## config.mk

```make
export PLATFORM = sky130hd
export DESIGN_NAME = cc_sequencer
export DESIGN_NICKNAME = d
export VERILOG_FILES = /design/src/rtl/cc_sequencer.sv
export SDC_FILE = /design/constraint.sdc
export NUM_CORES = 1
export LEC_CHECK = 0
export ABC_AREA = 1
export CAP_MARGIN = 10
export CORE_MARGIN = 8
export CORE_UTILIZATION = 51
export CTS_CLUSTER_DIAMETER = 100
export CTS_CLUSTER_SIZE = 24
export DETAILED_ROUTE_END_ITERATION = 12
export PLACE_DENSITY = 0.95
export REMOVE_ABC_BUFFERS = 1
export SYNTH_ARGS = -nofsm -noshare
export SYNTH_HDL_FRONTEND = slang
export SYNTH_SLANG_ARGS = --single-unit
```

## constraint.sdc

```tcl
create_clock -name clk -period 2.5 [get_ports clk]
set_input_delay 0.375 -clock clk [delete_from_list [all_inputs] [get_ports clk]]
set_output_delay 0.375 -clock clk [all_outputs]
set_load 0.05 [all_outputs]
```

## src/rtl/cc_sequencer.sv

```systemverilog
// Machine-cycle sequencer and condition-code unit for the TB4004 core.
// Walks the slot counter, latches OPR/OPA, tracks two-word instructions, drives write strobes and owns the flags.
module cc_sequencer #(
    parameter int DATA_W    = 4,
    parameter int NCYC      = 8,
    parameter int TEST_SYNC = 2
) (
    input  logic                    clk,
    input  logic                    rst,
    input  logic                    step,
    input  logic [3:0]              opr,
    input  logic [3:0]              opa,
    input  logic [DATA_W-1:0]       aluResult,
    input  logic                    aluCarry,
    input  logic                    testIn,
    output logic [$clog2(NCYC)-1:0] cycle,
    output logic                    secondWord,
    output logic                    aluEnable,
    output logic [4:0]              aluOp,
    output logic                    accWe,
    output logic                    regWe,
    output logic                    tempWe,
    output logic                    carryFlag,
    output logic                    zeroFlag,
    output logic                    testFlag,
    output logic                    branchTaken,
    output logic                    useImm
);

    localparam int CW = $clog2(NCYC);
    localparam logic [CW-1:0] M1 = CW'(3);
    localparam logic [CW-1:0] M2 = CW'(4);
    localparam logic [CW-1:0] X1 = CW'(5);
    localparam logic [CW-1:0] X3 = CW'(NCYC - 1);

    typedef enum logic {WORD1, WORD2} phase_t;

    phase_t               phase;
    logic [3:0]           opr_q;
    logic [3:0]           opa_q;
    logic [TEST_SYNC-1:0] sync_q;

    logic first_word;
    logic at_x3;
    logic alu_class;
    logic two_word;
    logic res_zero;
    logic jcn_cond;
    logic dec_acc;
    logic dec_reg;

    assign secondWord = (phase == WORD2);
    assign first_word = (phase == WORD1);
    assign at_x3      = (cycle == X3);
    assign res_zero   = (aluResult == '0);
    assign alu_class  = opr_q inside {4'h6, 4'h8, 4'h9, 4'hA, 4'hD, 4'hF};
    assign two_word   = (opr_q inside {4'h1, 4'h4, 4'h5, 4'h7}) || (opr_q == 4'h2 && !opa_q[0]);
    assign jcn_cond   = ((~testFlag & opa_q[0]) | (carryFlag & opa_q[1]) | (zeroFlag & opa_q[2])) ^ opa_q[3];
    assign useImm     = (opr_q == 4'hD);
    assign testFlag   = sync_q[TEST_SYNC-1];

    always_comb begin
        dec_acc = 1'b0;
        dec_reg = 1'b0;
        case (opr_q)
            4'h8, 4'h9, 4'hA, 4'hD: dec_acc = 1'b1;
            4'hB:                   begin dec_acc = 1'b1; dec_reg = 1'b1; end
            4'h6, 4'h7:             dec_reg = 1'b1;
            4'hF:                   dec_acc = opa_q inside {4'h0, 4'h2, 4'h5, 4'h6, 4'h7, 4'h8,
                                                            4'h9, 4'hB, 4'hC, 4'hD};
            default: ;
        endcase
    end

    // Strobes depend on step so a stalled X1/X3 slot never writes twice.
    assign tempWe    = step && first_word && (cycle == X1);
    assign accWe     = step && first_word && at_x3 && dec_acc;
    assign regWe     = step && first_word && at_x3 && dec_reg;
    assign aluEnable = first_word && (cycle >= X1) && (cycle <= X3) && alu_class;

    always_comb begin
        aluOp = 5'd0;
        if (opr_q == 4'hF)
            aluOp = {1'b1, opa_q};
        else if (alu_class)
            aluOp = {1'b0, opr_q};
    end

    always_ff @(posedge clk or posedge rst) begin
        if (rst) begin
            cycle       <= '0;
            phase       <= WORD1;
            opr_q       <= 4'h0;
            opa_q       <= 4'h0;
            carryFlag   <= 1'b0;
            zeroFlag    <= 1'b0;
            branchTaken <= 1'b0;
        end else if (step) begin
            cycle <= at_x3 ? '0 : cycle + CW'(1);
            if (first_word && cycle == M1) opr_q <= opr;
            if (first_word && cycle == M2) opa_q <= opa;
            if (at_x3) begin
                branchTaken <= 1'b0;
                if (!first_word) begin
                    phase <= WORD1;
                end else begin
                    phase <= two_word ? WORD2 : WORD1;
                    case (opr_q)
                        4'h8, 4'h9: begin carryFlag <= aluCarry; zeroFlag <= res_zero; end
                        4'hA, 4'hD: zeroFlag <= res_zero;
                        4'h7:       branchTaken <= !res_zero;
                        4'h1:       branchTaken <= jcn_cond;
                        4'hF: begin
                            case (opa_q)
                                4'h0:                   begin carryFlag <= 1'b0; zeroFlag <= 1'b1; end
                                4'h1:                   carryFlag <= 1'b0;
                                4'h2, 4'h5, 4'h6, 4'h8: begin carryFlag <= aluCarry; zeroFlag <= res_zero; end
                                4'h3:                   carryFlag <= ~carryFlag;
                                4'h7, 4'h9:             begin carryFlag <= 1'b0; zeroFlag <= res_zero; end
                                4'hA:                   carryFlag <= 1'b1;
                                4'hB:                   begin carryFlag <= carryFlag | aluCarry; zeroFlag <= res_zero; end
                                4'hC, 4'hD:             zeroFlag <= res_zero;
                                default: ;
                            endcase
                        end
                        default: ;
                    endcase
                end
            end
        end
    end

    // TEST is asynchronous; the chain runs every clock, independent of step.
    always_ff @(posedge clk or posedge rst) begin
        if (rst) begin
            sync_q <= '0;
        end else begin
            sync_q[0] <= testIn;
            for (int i = 1; i < TEST_SYNC; i++) sync_q[i] <= sync_q[i-1];
        end
    end

endmodule

```

==> metrics.md, run 1 <==
| Metric | Value |
|---|---|
| Outcome | `finished clean` |
| Core footprint | `around 0.0024 mm2` |
| Std-Cell Rows | `18` |
| Commonest non-fill, non-tap cell in the layout | `nand2_1` |
| Die area | `0.00424 mm2` |
| Critical path required time | `2120 ps` |
| Worst EP arrival | `around 1900 ps` |
| Final Wtd Congestion | `0.912` |
| DR vias | `1285` |
| Most frequent cells in the layout | `nand2_1 (53), clkdlybuf4s50_1 (26), nor2_1 (23), inv_1 (20), dfrtp_1 (17)` |
| Fin. max-slew vios | `0` |
| Number of global-route vias before repair | `1233` |
| Setup CP Type | `reg -> out` |
| Setup TNS | `0 ps` |
| I/O pins | `35` |
| Max clock buf depth | `2` |
| Estimated wirelength of the detail-placed design | `between 2000 and 3000 um` |
| Routed WL | `3190 um` |
| Simple-Gate Fraction of Synth Area | `38.6%` |
| CTS tree | `built` |
| Chip Height | `65.1 um` |
| Crit path from | `opr_q[0]` |
| RSZ-0062 raised after global routing | `false` |
| Max Clock Freq | `~450 MHz` |
| Min-delay src | `sync_q[0]` |
| Pre-CTS setup slack | `400 ps` |
| Number of antenna violations at the first check in global routing | `0` |
| Worst Hold End | `sync_q[1]` |
| Leakage dissipation | `0.844 nW` |
| Layout area overhead | `34.6%` |
| Final Hold Fails | `0` |
| EDFF count, synth | `0` |
| Crit path time final | `2240 ps` |
| Worst skew pair latency | `roughly 300 ps` |
| CP Capture Type | `output port` |
| Via density | `5.20` |
| Post-synth ARST share | `100%` |
| Synth Instances | `180` |
| # setup viols final | `0` |
| Fin worst setup slack | `about 260 ps` |
| Maxcap violations | `0` |
| Initial core utilization | `between 50 and 60%` |
| Xor/xnor share of the synthesized area | `0.711%` |
| Slew @ Worst Pin | `666 ps` |
| Worst-path fanout max | `3` |
| Layout cell share with drive strength beyond 1 | `14.3%` |
| Die Span X | `65.1 um` |
| Largest family of logic cells by synthesized area | `simple AND/OR/NAND/NOR gates` |
| Routed len/inst | `12.9 um` |
| Slew margin rel. | `55.5%` |
| Synth warn | `0` |
| Final period utilization | `between 80% and 90%` |
| Fillers | `211` |
| Final total power | `between 2 and 2.5 mW` |
| Startpoint class of the critical path | `flop` |
| Clock transition at path regs | `110 ps` |
| CTS buffer count | `3` |
| DR pass1 iterations | `4` |
| Cells on Worst Hold Path | `0` |
| IO Port Bufs | `34` |
| Seq/Total Area, Yosys | `between 30% and 40%` |
| GRT Total Usage | `roughly 15%` |
| Post-synthesis mux area share | `0%` |
| Routed Antenna Nets | `0` |
| Global-route wire length before repair | `about 5200 um` |
| Initial drt markers | `51` |
| Drt drc | `0` |
| Register-to-Register Path Depth | `7` |
| End-of-flow core utilization | `69.4%` |
| Cell Area, Synth | `0.00123 mm2` |
| Worst vdd ir | `0.00102 V` |
| R2r endpoint | `zeroFlag` |
| RR Startpoint | `cycle[0]` |
| Ys flop type | `dfrtp_1` |
| Syn Area/Cell | `6.84 um2` |
| Synth Area in Adders | `5.08%` |
| Max H-tree Level | `1` |
| Pwr dens | `1340 mW/mm2` |
| Clock sinks | `17` |
| Total grt overflow | `0` |
| Distinct cells, synth | `30` |
| Yosys reg bits | `17` |
| Min-delay worst type | `reg -> reg` |
| Hold slack | `roughly 360 ps` |
| Fin nets | `240` |
| Largest net degree at the start of global routing | `18` |
| Antenna diodes | `0` |
| Setup slack, reg-to-reg | `approximately 900 ps` |
| Post-synthesis compound-gate area fraction | `12.8%` |
| Setup Skew | `between 7 and 8 ps` |
| CTS Root Cell | `clkbuf_4` |
[how the worst max path moves through the flow]
stage	end	slack, ps	cells past startpoint
after detailed placement	aluOp[0]	400	5
after global routing	useImm	130	4
final	useImm	260	5
after global placement	aluOp[0]	420	5
after floorplan	aluEnable	-140	4
after CTS	aluOp[0]	70	5
[cell type report]
type                            instances  area (um2)  area share, %
Clock buffer                            3        22.5           1.36
Clock inverter                          1        7.51          0.453
Inverter                               25        96.3           5.82
Multi-Input combinational cell        137         704           42.5
Sequential cell                        17         425           25.7
Tap cell                               30        37.5           2.27
Timing Repair Buffer                   34         363           21.9
[sequential cells by signal, indices dropped and copies added, names as in the netlist]
name / cells
carryFlag: 1
opa_q: 4
cycle: 3
opr_q: 4
branchTaken: 1
sync_q: 2
zeroFlag: 1
secondWord: 1
[logic make-up (layout without fill, tap and decap cells)]
| logic type | Yosys count | count (layout) |
|---|---|---|
| DFF | 17 | 17 |
| and+or+nand+nor | 104 | 104 |
| AOI/OAI and AO/OA | 27 | 27 |
| xor gates and xnor gates | 1 | 1 |
| buffers and inverters | 26 | 63 |
| adders and majority gates | 5 | 5 |
[worst max-delay path, cell delays in order, from the launching register on]
cell and delay (ps):
dfrtp_1 390, inv_1 80, nor2_1 120, inv_1 70, nor2_1 90, clkdlybuf4s50_1 810
[where the power goes]
part           leakage (nW)  switching (mW)  internal (mW)
clock                0.0139          0.0949         0.0611
combinational         0.630            1.04          0.489
sequential            0.200           0.161          0.374
[metrics by stage]
step	instance area, um2	cells
floorplan	1230	179
global placement	1620	243
detailed placement	1620	243
CTS	1650	247
global route	1660	247
finish	1660	247
[synth_stat cells (all sizes together) (2+ instances only)]
master	instances	area (um2)
a21oi	12	60.1
dfrtp	17	425
ha	5	62.6
inv	25	96.3
nand2	60	248
nand3	10	55.1
nor2	29	143
nor3	2	10.0
o21ai	8	40.0
[timing repair]
| item | in CTS | in global routing |
|---|---|---|
| resized for setup | 0 | 1 |
| hold buffers | 0 | 0 |
| endpoints found under the setup margin | 0 | 1 |
| buffers inserted | 0 | 0 |
[per-layer routing]
layer | vias up | share of wire [%] | GRT usage (%) | wire length (um)
met5 | - | 0 | 0 | 0
met4 | 0 | 1.7 | 5.45 | 53
met3 | 7 | 6.1 | 3.57 | 193
met2 | 39 | 49 | 25.1 | 1570
met1 | 586 | 43 | 18.3 | 1370
li1 | 653 | - | - | -
No activity file was read; power rests on OpenSTA's default activity.
==> inputs of run 2 (changes only) <==
CORE_MARGIN = 2   (was 8)
==> run 2 against run 1 <==
  * Clock skew decreased by 4.8 ps
  * Maximum frequency decreased by 8.0%
  * Final cell count decreased by 0.81%
  * Largest cell class unchanged
  * Non-clock buffer count unchanged
  * Power about the same
  * Critical endpoint is now aluOp[0]
  * Utilization increased by 4.0 points
  * Highest routed layer unchanged
  * Hold slack improved by 7.2 ps
==> metrics.md, run 2 (same netlist as run 1, synthesis figures left out) <==
| Metric | Value |
|---|---|
| Outcome | `finished clean` |
| Clock sinks | `17 (unchanged)` |
| Register-to-Register Path Depth | `7 (unchanged)` |
| Estimated wirelength of the detail-placed design | `2460 um (-6.4%)` |
| Via density | `5.17 (-0.67%)` |
| Internal cell power | `0.926 mW (+0.20%)` |
| Maxcap violations | `0 (unchanged)` |
| GRT Total Usage | `24.8% (+9.9 points)` |
| Initial core utilization | `54.6% (+3.0 points)` |
| Critical path required time | `2120 ps (about the same)` |
| IO Port Bufs | `34 (unchanged)` |
| Hold_buf cts | `0 (unchanged)` |
| Largest net degree at the start of global routing | `18 (unchanged)` |
| CTS Root Cell | `clkbuf_4` |
| Combinational power share | `69.1% (+0.2 points)` |
| Worst skew pair latency | `290 ps (about the same)` |
| Setup Skew | `2.57 ps (-4.84 ps)` |
| Commonest non-fill, non-tap cell in the layout | `nand2_1` |
| Final period utilization | `97.5% (+7.8 points)` |
| # setup viols final | `0 (unchanged)` |
| Final total power | `2.22 mW (about the same)` |
| Worst vdd ir | `0.00106 V (+4.0%)` |
| Final Wtd Congestion | `0.901 (-1.2%)` |
| Top flop regs | `opa_q: 4 flops, opr_q: 4 flops, cycle: 3 flops` |
| Fin nets | `240 (unchanged)` |
| Final Hold Fails | `0 (unchanged)` |
| Min-delay worst type | `reg -> reg` |
| CP Capture Type | `output port` |
| Pwr dens | `1340 mW/mm2 (+0.10%)` |
| DR pass1 iterations | `4 (unchanged)` |
| Max clock buf depth | `2 (unchanged)` |
| Met1 Routed Length | `1330 um (-3.4%)` |
| Sw Ratio | `58.3% (-0.10 points)` |
| Cells on Worst Hold Path | `0 (unchanged)` |
| Std-Cell Rows | `17 (-1)` |
| Fin. max-slew vios | `0 (unchanged)` |
| Routed WL | `3020 um (-5.2%)` |
| Number of antenna violations at the first check in global routing | `0 (unchanged)` |
| Top sig layer | `met4` |
| Worst EP arrival | `2060 ps (+190 ps)` |
| Layout cell share with drive strength beyond 1 | `13.8% (-0.46 points)` |
| Global-route wire length before repair | `5120 um (-1.7%)` |
| Core footprint | `0.00225 mm2 (-5.6%)` |
| Chip Height | `53.1 um (-18%)` |
| RSZ-0062 raised after global routing | `false` |
| Layout area overhead | `34.3%` |
| P_sw | `1.30 mW (-0.22%)` |
| Max Clock Freq | `410 MHz (-8.0%)` |
| Routed Antenna Nets | `0 (unchanged)` |
| Total grt overflow | `0 (unchanged)` |
| Worst-path fanout max | `9 (+6)` |
| Initial drt markers | `29 (-43%)` |
| DR vias | `1266 (-1.5%)` |
| Clock network power share | `6.5% (-0.5 points)` |
| Met2 wire length | `1510 um (-3.9%)` |
| Leakage dissipation | `0.847 nW (+0.35%)` |
| Placed cell count | `241 (-0.82%)` |
| Routed wl met3 | `179 um (-7.3%)` |
| CTS tree | `built` |
| Routed len/inst | `12.3 um (-4.4%)` |
| Die area | `0.00282 mm2 (-33%)` |
| Slew @ Worst Pin | `627 ps (-39.2 ps)` |
| Antenna diodes | `0 (unchanged)` |
| Max H-tree Level | `1 (unchanged)` |
| Drt drc | `0 (unchanged)` |
| Startpoint class of the critical path | `flop` |
| Slew margin rel. | `58.2% (+2.6 points)` |
| Final Non-Filler Cells | `245 (-0.81%)` |
| Setup CP Type | `reg -> out` |
| Sequential share of power | `24.4% (+0.3 points)` |
| CTS buffer count | `3 (unchanged)` |
| Number of global-route vias before repair | `1194 (-3.2%)` |
| Fin worst setup slack | `63.7 ps (-194 ps)` |
| I/O pins | `35 (unchanged)` |
| Crit path time final | `2440 ps (+194 ps)` |
| Clock transition at path regs | `100 ps (about the same)` |
| Most frequent cells in the layout | `nand2_1 (53), clkdlybuf4s50_1 (27), nor2_1 (23), inv_1 (20), dfrtp_1 (17)` |
| Die Span X | `53.1 um (-18%)` |
| Pre-CTS setup slack | `367 ps (-33.2 ps)` |
[run 2: worst paths after layout]
kind | from | endpoint | slack, ps
max | opr_q[2] | aluOp[0] | 60
min | sync_q[0] | sync_q[1] | 370
max reg2reg | cycle[0] | carryFlag | 950
min reg2reg | sync_q[0] | sync_q[1] | 370
max in group asynchronous | rst | opr_q[0] | 1640
min in group asynchronous | rst | secondWord | 460
[run 2: per-stage QoR]
stage / TNS, ps / utilization [%] / area, um2 / hold slack, ps
6_report: 0 / 73.4 / 1650 / 369
4_1_cts: 0 / 73.3 / 1650 / 374
3_5_place_dp: 0 / 72.0 / 1620 / 350
2_1_floorplan: -143 / - / 1230 / 301
3_3_place_gp: 0 / 72.0 / 1620 / 334
5_1_grt: 0 / 73.4 / 1650 / 390
[run 2: worst max-delay path, stage by stage (launching register included)]
cell,delay (ps)
dfrtp_1,480
nand2_4,110
nor2_8,150
inv_4,70
o22ai_1,130
clkdlybuf4s50_1,830
[run 2: final cells by class]
class	instances	area, um2
Clock inverter	1	5.00
Timing Repair Buffer	34	365
Fill cell	189	601
Sequential cell	17	425
Inverter	25	96.3
Clock buffer	3	22.5
Multi-Input combinational cell	137	704
Tap cell	28	35.0
[run 2: power groups by stage]
stage,registers (mW),logic [mW],clock network (mW)
after floorplan,0.652,0.971,0
after global placement,0.530,1.50,0
after detailed placement,0.543,1.53,0
after CTS,0.538,1.53,0.150
after global routing,0.561,1.66,0.162
final,0.542,1.53,0.145
[run 2: metal layers]
| metal | vias to the layer above | GRT usage, % |
|---|---|---|
| met5 | - | 0 |
| met4 | 0 | 8.55 |
| met1 | 578 | 33.5 |
| met3 | 2 | 1.98 |
| met2 | 41 | 41.9 |
| li1 | 645 | - |
[run 2: repair_timing]
| action | 4_1_cts | 5_1_grt |
|---|---|---|
| endpoints found under the hold margin | 0 | 0 |
| resized for setup | 0 | 1 |
| setup buffers | 0 | 0 |
| endpoints found under the setup margin | 0 | 1 |
